===== src/rtl/clint.sv =====
// Core-local interruptor: msip, mtimecmp and a prescaled 64-bit mtime on a single-cycle bus slave.
// Optional CLINT_MTIME_LATCH_EN: a read of mtime[31:0] latches mtime[63:32] for a tear-free high read.
module clint #(
  parameter int unsigned RTC_DIV = 1
) (
  input  logic        clock,
  input  logic        reset,
  input  logic        mem_valid,
  input  logic [31:0] mem_addr,
  input  logic [3:0]  mem_wstrb,
  input  logic [31:0] mem_wdata,
  output logic [31:0] mem_rdata,
  output logic        mem_ready,
  output logic        mtip,
  output logic        msip,
  output logic [63:0] mtime
);

  localparam logic [15:0] PRESC_MAX = 16'(RTC_DIV - 1);
  localparam logic [15:0] A_MSIP    = 16'h0000;
  localparam logic [15:0] A_CMP_LO  = 16'h4000;
  localparam logic [15:0] A_CMP_HI  = 16'h4004;
  localparam logic [15:0] A_MT_LO   = 16'hBFF8;
  localparam logic [15:0] A_MT_HI   = 16'hBFFC;

  logic [15:0] presc_q, presc_d;
  logic [63:0] mtime_q, mtime_d;
  logic [63:0] mtimecmp_q, mtimecmp_d;
  logic        msip_q, msip_d;
  logic        mtip_q;
  logic        ready_q;
  logic [31:0] rdata_q, rdata_d;
  logic [15:0] a;
  logic        wr, rd, tick;
  logic        unused_addr_hi;
`ifdef CLINT_MTIME_LATCH_EN
  logic [31:0] shadow_q, shadow_d;
`endif

  assign unused_addr_hi = ^mem_addr[31:16];

  function automatic logic [31:0] merge(input logic [31:0] old, input logic [31:0] wd,
                                        input logic [3:0] be);
    logic [31:0] r;
    r = old;
    for (int unsigned i = 0; i < 4; i++)
      if (be[i]) r[i*8 +: 8] = wd[i*8 +: 8];
    return r;
  endfunction

  always_comb begin
    a          = mem_addr[15:0];
    wr         = mem_valid && (mem_wstrb != '0);
    rd         = mem_valid && (mem_wstrb == '0);
    tick       = (presc_q == PRESC_MAX);
    presc_d    = tick ? '0 : presc_q + 16'd1;
    mtime_d    = tick ? mtime_q + 64'd1 : mtime_q;
    mtimecmp_d = mtimecmp_q;
    msip_d     = msip_q;
`ifdef CLINT_MTIME_LATCH_EN
    shadow_d   = shadow_q;
`endif
    // A bus write to either mtime half overrides the tick increment for that cycle.
    if (wr) begin
      case (a)
        A_MSIP:   if (mem_wstrb[0]) msip_d = mem_wdata[0];
        A_CMP_LO: mtimecmp_d[31:0]  = merge(mtimecmp_q[31:0], mem_wdata, mem_wstrb);
        A_CMP_HI: mtimecmp_d[63:32] = merge(mtimecmp_q[63:32], mem_wdata, mem_wstrb);
        A_MT_LO:  mtime_d = {mtime_q[63:32], merge(mtime_q[31:0], mem_wdata, mem_wstrb)};
        A_MT_HI: begin
          mtime_d = {merge(mtime_q[63:32], mem_wdata, mem_wstrb), mtime_q[31:0]};
`ifdef CLINT_MTIME_LATCH_EN
          shadow_d = mtime_d[63:32];
`endif
        end
        default: ;
      endcase
    end
    rdata_d = '0;
    if (rd) begin
      case (a)
        A_MSIP:   rdata_d = {31'd0, msip_q};
        A_CMP_LO: rdata_d = mtimecmp_q[31:0];
        A_CMP_HI: rdata_d = mtimecmp_q[63:32];
        A_MT_LO: begin
          rdata_d = mtime_q[31:0];
`ifdef CLINT_MTIME_LATCH_EN
          shadow_d = mtime_q[63:32];
`endif
        end
`ifdef CLINT_MTIME_LATCH_EN
        A_MT_HI:  rdata_d = shadow_q;
`else
        A_MT_HI:  rdata_d = mtime_q[63:32];
`endif
        default: ;
      endcase
    end
  end

  always_ff @(posedge clock) begin
    if (reset) begin
      presc_q    <= '0;
      mtime_q    <= '0;
      mtimecmp_q <= '1;
      msip_q     <= 1'b0;
      mtip_q     <= 1'b0;
      ready_q    <= 1'b0;
      rdata_q    <= '0;
`ifdef CLINT_MTIME_LATCH_EN
      shadow_q   <= '0;
`endif
    end else begin
      presc_q    <= presc_d;
      mtime_q    <= mtime_d;
      mtimecmp_q <= mtimecmp_d;
      msip_q     <= msip_d;
      mtip_q     <= (mtime_q >= mtimecmp_q);
      ready_q    <= mem_valid;
      rdata_q    <= rdata_d;
`ifdef CLINT_MTIME_LATCH_EN
      shadow_q   <= shadow_d;
`endif
    end
  end

  assign mem_ready = ready_q;
  assign mem_rdata = rdata_q;
  assign mtip      = mtip_q;
  assign msip      = msip_q;
  assign mtime     = mtime_q;

endmodule

===== config.mk =====
export PLATFORM = sky130hd
export DESIGN_NAME = clint
export DESIGN_NICKNAME = d
export VERILOG_FILES = /design/src/rtl/clint.sv
export SDC_FILE = /design/constraint.sdc
export NUM_CORES = 1
export LEC_CHECK = 0
export CAP_MARGIN = 20
export CORE_MARGIN = 3
export CORE_UTILIZATION = 54
export DETAILED_ROUTE_END_ITERATION = 7
export MAX_ROUTING_LAYER = met4
export PLACE_DENSITY = 0.89
export SYNTH_ARGS = -nofsm -noshare
export SYNTH_HDL_FRONTEND = slang
export SYNTH_SLANG_ARGS = --single-unit

===== constraint.sdc =====
create_clock -name clock -period 3.2 [get_ports clock]
set_clock_uncertainty 0.15 [all_clocks]
set_input_delay 0.48 -clock clock [delete_from_list [all_inputs] [get_ports clock]]
set_output_delay 0.48 -clock clock [all_outputs]
set_load 0.01 [all_outputs]

; Word-level counts from Yosys, hierarchy flattened
; Index checks and enable logic that the tools add are counted.
[op_classes]
magnitude_cmp = 1
muxes = 8
addsub = 2
n_eq_ne = 14
reduce_logical = 25
bitwise = 1
[op_table]
columns = operator, n
row1 = $pmux 32 s5, 1
row2 = $mux 64, 2
row3 = $pmux 64 s2, 1
row4 = $add 64x1->64 const B, 1
row5 = $ge 64x64->1, 1
row6 = $eq 16x15->1 const B, 2
row7 = $eq 16x16->1 const B, 2
row8 = $logic_not 16->1, 2
row9 = $mux 8, 4
row10 = $reduce_and 3->1, 9
row11 = $ne 3x3->1 const B, 8
row12 = $add 16x1->16 const B, 1
row13 = $reduce_and 2->1, 8
row14 = $logic_not 4->1, 1
row15 = $ne 2x2->1 const B, 2
row16 = $reduce_bool 4->1, 1
row17 = $reduce_or 2->1, 2
row18 = $logic_and 1x1->1, 2
row19 = $not 1->1, 1
[word_totals]
output_inout_bits = 99
word_cells = 72
in_bits = 71
register_bits = 179

; Longest topological paths before layout
[logic_depth]
depth_word = 4
depth_mapped = 11
depth_no_buf = 9

; Worst setup path before layout
; No wires, ideal clock.
[synth_path]
path_type = register -> register
start = reg mtime_q[8] (netlist: mtime[8])
end = reg mtime_q[50] (netlist: mtime[50])
period_less_slack_ns = 2.631
t_arrival_ns = 2.403
path_buffers = 2
t_required_ns = 2.972
setup_time_ns = 0.078
path_stages_with_launch = 9
slack_ns = 0.569
path_cell_list = dfxtp_1 -> nand4_2 -> or3_1 -> buf_6 -> or3_4 -> buf_6 -> nor4_4 -> mux2_1 -> nor3_1
[synth_between]
elab_chain_cells = 4
[synth_lines]
columns = item, line
row1 = "start, declared", 27  ; logic [63:0] mtime_q, mtime_d;
row2 = "start signal, assigned", 115  ; mtime_q <= mtime_d;
row3 = $add 64x1->64 (*), 57  ; mtime_d = tick ? mtime_q + 64'd1 : mtime_q;
row4 = $mux 64 (*), 57
row5 = $pmux 64 s2, 65  ; case (a)
row6 = $mux 64 (*), 64  ; if (wr) begin
; Every way passes the cells marked *; elsewhere a longest branch is shown, timed or not.
; A chain may end at the register's enable or synchronous reset.

; Worst setup path in the final report
[layout_path]
start = reg presc_q[0]
end = reg mtime_q[42] (netlist: mtime[42])
[layout_between]
elab_chain_cells = 4
[layout_lines]
columns = item, line
row1 = "start, declared", 26  ; logic [15:0] presc_q, presc_d;
row2 = "start signal, assigned", 114  ; presc_q <= presc_d;
row3 = $logic_not 16->1 (*), 55  ; tick = (presc_q == PRESC_MAX);
row4 = $mux 64 (*), 57
row5 = $pmux 64 s2, 65
row6 = $mux 64 (*), 64
; Marks and branches as above.

==> metrics.txt <==
status=complete, no violations; RSZ-0062 raised after global routing=no; First-pass DRT Iterations=7; delay of the slowest critical-path stage=0.56 ns; asr flop ratio synth=0%; clk buf depth=2; hold_buf cts=0; vias per inst=6.60; EDFF count, synth=0; Tightest Hold Check Type=in -> reg; pwr/cell area=351 nW/um2; synthesized area=10,400 um2; share of Yosys cell area claimed by the top area cell type=34.3%; CP bufs+invs=1; Seq/Total Area, Yosys=34.3%; leakage dissipation=0.00569 uW; Synth Area in Adders=8.03%; Yosys top cell by area=dfxtp_1; crit-path max FO=6; ant diodes=0; Total Routing Usage GR=33.7%; layout cell share with drive strength beyond 1=10.9%; Top delay family on crit path=simple AND/OR/NAND/NOR gates; clk_lat worst skew=0.45 ns; top post-synthesis cells by area=dfxtp_1 (34%), ha_1 (8.0%), nand2_1 (6.8%); Max Cap Viol=0; FILL cells=1,439; maximum VDD drop=0.000386 V; cell breakdown of the critical path=inv_1 -> ha_1 -> nor4b_1 -> and4_1 -> nand4_2 -> nor3_2 -> nand4_1 -> or3_1 -> a31oi_1; antenna viol nets, final=0; Setup CP Type=reg -> reg; # nets final=1,611; reg2reg path depth=9; Synth Area in XOR/XNOR=1.51%; Critical Path RT=3.42 ns; Die X=145 um; Hold Crit Depth=2; Rows=50; Final Max Slew Viols=0; post-CTS sizing=0; IO Port Bufs=153; Max Fclk=336 MHz; CTS Buf Count=17; via count=11,500; main combinational cell family by area after synthesis=simple AND/OR/NAND/NOR gates; crit share post-route=93.0%; Setup Fix Bufs, Post-CTS=0; R2R Path Start=presc_q[0]$_SDFF_PP0_; first-pass GRT wire length=56,900 um; Residual DRC=0; hold_sp=reset; first-iteration detailed-routing DRC count=1,738; Worst-Margin Slew=1.01 ns; Warnings, synthesis=0; Post-Synth Simple-Gate Area=29.3%; reg2reg end=mtime[42]$_SDFFE_PP0P_; Startpoint Class=flop; main flop type after synthesis=dfxtp_1; Die Ht=145 um; Initial Utilization=55.4%; drt total wl=35,900 um; Total Neg Setup Slack=0 ns; final setup vio count=0; Gate Count Post-Synth=1,311; H-Tree Depth=4; CTS tree=built; Final Util=69.6%; DIE AREA=21,000 um2; vias in the first global route=11,100; clock-pin slew on the worst setup and hold paths=0.07 ns; post-synthesis mux area share=4.15%; complex-gate fraction of the synthesized area=16.6%; initial antenna violation count=0; IO Count=170; Sink Count=179; WP data arrival=3.20 ns; reg2reg setup slack=0.22 ns; final hold vios=0; most frequent cells in the layout=nand2_1 (188), dfxtp_1 (179), clkdlybuf4s50_1 (151), nor2_1 (130), inv_1 (78); post-synthesis net count=1,449; mean post-synth cell area=7.96 um2; Layout Area Growth over Synthesis=25.6%; detailed placement HPWL=25,000 um; Slew Limit Headroom=32.1%; critical path capture point type=flop; Final Wtd Congestion=0.970; WL per Instance=20.5 um; CTS Root Cell=clkbuf_16; Synth Register Bits=179; commonest non-fill, non-tap cell in the layout=nand2_1; Core Footprint=18,800 um2; Critical Path Slowest Stage Cell=nor3_2; Hold Crit Endpoint=mtime[33]$_SDFFE_PP0P_; min Tclk post-route=2.98 ns; total gr overflow=0; post-synth cell types=74; largest net degree at the start of global routing=57
==> logic make-up after synthesis <==
group / count (synthesis)
simple gates: 602
compound gates: 249
flops: 179
buf+inv: 157
fa+ha+maj: 67
mux: 39
xor+xnor: 18
==> worst reg2reg max path: stages, from the launching register on <==
cell     delay, ns
dfxtp_1       0.35
inv_1         0.07
ha_1          0.13
nor4b_1       0.22
and4_1        0.30
nand4_2       0.28
nor3_2        0.56
nand4_1       0.26
or3_1         0.40
a31oi_1       0.17
==> per-stage QoR <==
| step | cells | area (um2) | hold slack [ns] | worst slack, ns | total power, uW |
|---|---|---|---|---|---|
| after floorplan | 1311 | 10400 | 0.288 | 0.569 | 2370 |
| after global placement | 1714 | 12500 | 0.306 | 0.115 | 2510 |
| after detailed placement | 1714 | 12500 | 0.317 | 0.0562 | 2510 |
| after CTS | 1746 | 13100 | 0.251 | 0.286 | 4590 |
| after global routing | 1746 | 13100 | 0.270 | 0.0965 | 4700 |
| final | 1746 | 13100 | 0.264 | 0.223 | 4600 |
==> worst max path at each step <==
stage | slack, ns | from | depth (start not counted) | endpoint
3_5_place_dp | 0.06 | mem_wstrb[1] | 8 | mtime[53]$_SDFFE_PP0P_
2_1_floorplan | 0.57 | mtime[8]$_SDFFE_PP0P_ | 8 | mtime[50]$_SDFFE_PP0P_
4_1_cts | 0.29 | presc_q[0]$_SDFF_PP0_ | 9 | mtime[42]$_SDFFE_PP0P_
3_3_place_gp | 0.12 | mem_wstrb[1] | 8 | mtime[53]$_SDFFE_PP0P_
5_1_grt | 0.1 | presc_q[0]$_SDFF_PP0_ | 9 | mtime[42]$_SDFFE_PP0P_
6_report | 0.22 | presc_q[0]$_SDFF_PP0_ | 9 | mtime[42]$_SDFFE_PP0P_
==> where the power goes <==
group	switching (uW)	total, uW	internal, uW
combinational	127	233	106
sequential	8.48	2240	2230
clock	1020	2130	1110
==> cells in the mapped netlist, types with 5 or more instances <==
| cell type | instances |
|---|---|
| nand4_1 | 37 |
| a211oi_1 | 14 |
| or3_1 | 10 |
| xor2_1 | 12 |
| nand3b_1 | 49 |
| buf_2 | 10 |
| nor2_1 | 130 |
| nand2_1 | 188 |
| buf_1 | 6 |
| a21oi_1 | 66 |
| xnor2_1 | 6 |
| mux2_2 | 32 |
| and2_1 | 6 |
| nand3_1 | 51 |
| o21a_1 | 5 |
| mux2i_1 | 5 |
| and3_1 | 30 |
| nor4_1 | 23 |
| and4_1 | 6 |
| o211ai_1 | 5 |
| a21o_1 | 5 |
| nor3_1 | 37 |
| dfxtp_1 | 179 |
| nor2b_1 | 6 |
| a211o_1 | 16 |
| inv_1 | 78 |
| o21ai_0 | 35 |
| ha_1 | 67 |
| clkbuf_1 | 58 |
| a222oi_1 | 32 |
| a31oi_1 | 26 |
==> state kept, by name, indices dropped and copies added (netlist names) <==
signal / flops
mtimecmp_q: 64
presc_q: 16
mem_ready: 1
mtip: 1
msip: 1
mtime: 64
mem_rdata: 32
==> routing by layer <==
layer / wire length [um] / global-route usage (%)
met4: 2000 / 18.5
met2: 16900 / 54.9
met3: 3890 / 5.34
met5: 0 / -
met1: 13100 / 40.0
==> layout make-up <==
cell class | count | area [um2] | share of cell area (%)
well taps | 260 | 325 | 2.48
clock inverters | 15 | 166 | 1.27
flip-flops and latches | 179 | 3580 | 27.3
clock buffers | 17 | 425 | 3.24
repair buffers | 221 | 2070 | 15.8
multi-input cells | 975 | 6240 | 47.6
inverters | 79 | 297 | 2.26
(Power assumes the default switching activity.)
